File: src/rtl/arb_mux_pkg.sv
// Shared constants and helpers for the N-bit arbitrated mux.
package arb_mux_pkg;

   localparam logic MODE_FIXED = 1'b0;
   localparam logic MODE_RR    = 1'b1;

   function automatic int clog2(input int value);
      int r;
      r = 0;
      while ((1 << r) < value) r++;
      return r;
   endfunction

endpackage

File: src/rtl/rr_priority_pick.sv
// Rotating-priority encoder: first set request at or after ptr, wrapping M-1 -> 0.
module rr_priority_pick #(
   parameter int M    = 4,
   parameter int SELW = 2
) (
   input  logic [M-1:0]    req,
   input  logic [SELW-1:0] ptr,
   output logic [SELW-1:0] gnt_idx,
   output logic            gnt_any
);

   int idx;

   // Walk from the farthest candidate back to ptr so the nearest request wins.
   always_comb begin
      gnt_idx = '0;
      gnt_any = 1'b0;
      idx     = 0;
      for (int k = M - 1; k >= 0; k--) begin
         idx = int'(ptr) + k;
         if (idx >= M) idx = idx - M;
         if (req[idx]) begin
            gnt_any = 1'b1;
            gnt_idx = SELW'(idx);
         end
      end
   end

endmodule

File: src/rtl/n_bit_arb_mux.sv
// M-input, N-bit registered mux with valid/ready handshakes, fixed or round-robin select.
// Optional burst lock enabled by defining ARB_MUX_LOCK_EN.
module n_bit_arb_mux
   import arb_mux_pkg::*;
#(
   parameter  int N    = 32,
   parameter  int M    = 4,
   localparam int SELW = clog2(M)
) (
   input  logic            clk,
   input  logic            rst,
   input  logic            mode,
   input  logic [SELW-1:0] sel,
   input  logic [M*N-1:0]  in_data,
   input  logic [M-1:0]    in_valid,
   output logic [M-1:0]    in_ready,
   output logic [N-1:0]    out_data,
   output logic            out_valid,
   input  logic            out_ready,
`ifdef ARB_MUX_LOCK_EN
   input  logic            lock,
`endif
   output logic [SELW-1:0] out_src
);

   logic            load;
   logic            xfer;
   logic            gnt_any;
   logic            rr_any;
   logic [SELW-1:0] g;
   logic [SELW-1:0] rr_idx;
   logic [SELW-1:0] ptr;

`ifdef ARB_MUX_LOCK_EN
   logic            locked;
   logic            rr_seen;
   logic [SELW-1:0] last_src;

   assign locked = (mode == MODE_RR) & lock & rr_seen;
`endif

   assign load = ~out_valid | out_ready;

   rr_priority_pick #(
      .M    (M),
      .SELW (SELW)
   ) u_pick (
      .req     (in_valid),
      .ptr     (ptr),
      .gnt_idx (rr_idx),
      .gnt_any (rr_any)
   );

   always_comb begin
      g       = '0;
      gnt_any = 1'b0;
      if (mode == MODE_FIXED) begin
         g       = sel;
         gnt_any = (int'(sel) < M);
      end
`ifdef ARB_MUX_LOCK_EN
      else if (locked) begin
         // Burst hold: stay on the last round-robin winner even if it idles.
         g       = last_src;
         gnt_any = 1'b1;
      end
`endif
      else begin
         g       = rr_idx;
         gnt_any = rr_any;
      end
   end

   // Fixed mode offers ready on sel regardless of that channel's valid.
   always_comb begin
      in_ready = '0;
      if (rst && load && gnt_any) in_ready[g] = 1'b1;
   end

   assign xfer = |(in_valid & in_ready);

   always_ff @(posedge clk or negedge rst) begin
      if (!rst) begin
         out_valid <= 1'b0;
         out_data  <= '0;
         out_src   <= '0;
         ptr       <= '0;
`ifdef ARB_MUX_LOCK_EN
         last_src  <= '0;
         rr_seen   <= 1'b0;
`endif
      end else if (xfer) begin
         out_data  <= in_data[int'(g)*N +: N];
         out_src   <= g;
         out_valid <= 1'b1;
`ifdef ARB_MUX_LOCK_EN
         if (mode == MODE_RR) begin
            last_src <= g;
            rr_seen  <= 1'b1;
         end
         if (mode == MODE_RR && !locked)
            ptr <= (int'(g) == M - 1) ? '0 : g + SELW'(1);
`else
         if (mode == MODE_RR)
            ptr <= (int'(g) == M - 1) ? '0 : g + SELW'(1);
`endif
      end else if (out_ready) begin
         out_valid <= 1'b0;
      end
   end

endmodule

File: config.mk
export PLATFORM = sky130hd
export DESIGN_NAME = n_bit_arb_mux
export DESIGN_NICKNAME = d
export VERILOG_FILES = /design/src/rtl/arb_mux_pkg.sv /design/src/rtl/rr_priority_pick.sv /design/src/rtl/n_bit_arb_mux.sv
export SDC_FILE = /design/constraint.sdc
export NUM_CORES = 1
export LEC_CHECK = 0
export BUFFER_PORTS_ARGS = -buffer_cell sky130_fd_sc_hd__buf_4
export CORE_MARGIN = 3
export CORE_UTILIZATION = 47
export DETAILED_ROUTE_END_ITERATION = 8
export GPL_TIMING_DRIVEN = 0
export PLACE_DENSITY = 0.85
export REMOVE_ABC_BUFFERS = 1
export SLEW_MARGIN = 15
export SYNTH_ARGS = -nofsm -noshare
export SYNTH_HDL_FRONTEND = slang
export SYNTH_SLANG_ARGS = --single-unit
File: constraint.sdc
create_clock -name clk -period 4.7 [get_ports clk]
set_input_delay 0.235 -clock clk [delete_from_list [all_inputs] [get_ports clk]]
set_output_delay 0.235 -clock clk [all_outputs]
set_load 0.02 [all_outputs]
==> flow_summary.json <==
{
  "ys_warn_count": 0,
  "clock_latency_ps": 300,
  "grt_remaining_overflow": 0,
  "yosys.cell_count.top_type": "mux2i_1",
  "path_class": "register to register",
  "synthTopCellsByArea": "mux2i_1, dfrtp_1, mux2_2",
  "worst_pin_slew_ps": 1158,
  "grt_most_used_layer": "met2",
  "whs_ps": 344.8,
  "coreArea_um2": 5642,
  "final_cell_area_um2": 4314,
  "critPathCaptureType": "register",
  "placement.cell_area_um2": 4189,
  "die_h_um": 83.09,
  "num_io_pins": 177,
  "vias": 2644,
  "post-route-min-period_ps": 3628,
  "grt_use_met3_pct": 6.944,
  "slowest_stage": "o211ai_4",
  "drc": 0,
  "cp_num_buf_inv": 2,
  "wirelength_um": 8184,
  "final.period_utilization_pct": 77.18,
  "p_per_area_nw_per_um2": 461.8,
  "cts_root_buf": "clkbuf_8",
  "status": "finished clean",
  "fin_nets": 558,
  "gp_congestion": 0.8688,
  "grt_use_total_pct": 23.68,
  "synth-edff-count": 0,
  "postSynthAreaPerCell_um2": 11.22,
  "fmax_mhz": 275.7,
  "cp_cell_sequence": "nor2b_1 -> a211o_1 -> a31oi_4 -> buf_16 -> buf_16 -> nand3_1 -> o211ai_4 -> mux2_2",
  "die_x_um": 83.09,
  "final_cells": 492,
  "final.setup_skew_ps": 3.185,
  "start_util_pct": 49.50,
  "syn2layout_area_growth_pct": 54.48,
  "ant_nets": 0,
  "detail_route.vias_per_cell": 5.374,
  "initialDrtViolationCount": 117,
  "htreeDepth": 2,
  "synth_area_leader_cell": "mux2i_1",
  "cp.arrival_ps": 3820,
  "dr.pass1.iters": 4,
  "synthArstFlopShare_pct": 100.0,
  "die_area_um2": 6903,
  "timing.slew.headroom_pct": 22.43,
  "cpMostUsedCell": "buf_16",
  "setup_violations": 0,
  "p_leak_uw": 0.002275,
  "min_path_type": "input pin to register",
  "rows": 27,
  "cp_max_fo": 34,
  "grtUsageMet1_pct": 25.14,
  "synthFlopType": "dfrtp_1",
  "ys_ff_latch": 37,
  "irDropWorstVdd_uv": 261.3,
  "ys_seq_area_share_pct": 33.15,
  "grt_start_max_net_pins": 42,
  "cp_top_family": "compound AO/OA/AOI/OAI gates",
  "cts_tree": "built",
  "numCtsBuffers": 5,
  "wire_per_inst_um": 16.63,
  "rsz0062_at_grt": "false",
  "worstPathRequired_ps": 4890,
  "crit_path_start_kind": "register",
  "diodes": 0,
  "use_met2_pct": 45.41,
  "yosysTopAreaCellShare_pct": 35.13,
  "syn_area_um2": 2793,
  "first_global_vias": 2787,
  "clk_pin_slew_worst_paths_ps": 80,
  "grt_pass1_wl_um": 13390,
  "fin_util_pct": 76.47,
  "cpPeakStageDelay_ps": 940,
  "dp.cells": 483,
  "clkSinkCount": 37,
  "hold_viol_final": 0,
  "p_total_uw": 1992,
  "synthTopCellsByCount": "mux2i_1, dfrtp_1, mux2_2",
  "antenna_found_initial": 0,
  "slew_violations": 0,
  "cap_violations": 0,
  "cts_buffer_depth": 2,
  "synth_cells": 249,
  "drive_above_1_share_pct": 52.62,
  "dp_hpwl_um": 6391,
  "ys_types": 40,
  "portBuffers": 176
}
==> worst reg2reg max path, cell delays in order (launching register included) <==
cell and delay, ps:
dfrtp_1 450, nor2b_1 90, a211o_1 340, a31oi_4 640, buf_16 260, buf_16 200
nand3_1 160, o211ai_4 940, mux2_2 450
==> sequential cells by signal (all words and copies together) (netlist names) <==
name       count
out_data      32
ptr            2
out_src        2
out_valid      1
==> worst paths after layout <==
path                              startpoint  slack (ps)           end  cells after the start
worst max-delay path                  ptr[0]        1070  out_data[21]                      8
worst min-delay path            in_data[102]         340   out_data[6]                      4
worst max register to register        ptr[0]        1070  out_data[21]                      8
worst min register to register   out_data[6]         500   out_data[6]                      1
max in group asynchronous                rst        3900     out_valid                      2
min in group asynchronous                rst         450   out_data[8]                      2
==> cells in the final DEF (no fill, tap or decap), types with 2 or more instances in the layout <==
cell,instances
o211ai_1,2
nor2_1,6
a21oi_1,3
a211oi_1,2
nand2_1,7
mux2_1,2
mux2i_1,98
o211a_1,2
nor2b_1,4
o21ai_0,3
inv_1,6
o221ai_1,2
nor4_1,2
nand2b_1,3
buf_4,176
mux2_2,31
clkbuf_8,5
nand3_1,3
dfrtp_1,37
buf_16,3
==> layer usage <==
metal / up-vias / part of all wire, %
met5: - / 0
met4: 0 / 1.6
met3: 12 / 8.3
met2: 113 / 55
met1: 1251 / 35
li1: 1268 / -
==> power by group <==
group | switching (µW) | leakage, µW | total, µW | internal [µW]
Combinational | 561 | 0.00178 | 1140 | 578
Sequential | 90.9 | 0.000436 | 568 | 477
Clock | 126 | 0.0000543 | 285 | 159
==> layout make-up <==
class,count,area (µm²)
Clock buffer,5,68.82
Clock inverter,3,46.29
Fill cell,393,1328
Inverter,7,31.28
Multi-Input combinational cell,188,1738
Sequential cell,37,925.9
Tap cell,72,90.09
Timing Repair Buffer,180,1414
==> per-stage QoR <==
step	TNS, ps	setup WS (ps)
6_report	0	1073
5_1_grt	0	879.7
4_1_cts	0	1076
3_5_place_dp	0	1059
3_3_place_gp	-72950	-1952
2_1_floorplan	-29010	-837.8
==> cell families (layout without fill, tap and decap cells) <==
family / Yosys count / after routing / share of synthesized area (%)
AOI/OAI and AO/OA: 25 / 25 / 7.258
and+or+nand+nor: 31 / 31 / 5.780
adders and majority gates: 1 / 1 / 0.4480
muxes: 131 / 131 / 48.43
DFF: 37 / 37 / 33.15
buffers and inverters: 24 / 195 / 4.928
==> what timing repair did <==
| item | 4_1_cts | 5_1_grt |
|---|---|---|
| hold buffers | 1 | 0 |
| endpoints found under the hold margin | 37 | 0 |
| buffers inserted | 0 | 0 |
| gates resized for setup | 0 | 0 |
| setup endpoints to repair | 0 | 0 |
Note: power is estimated with default switching activity, not from simulation.
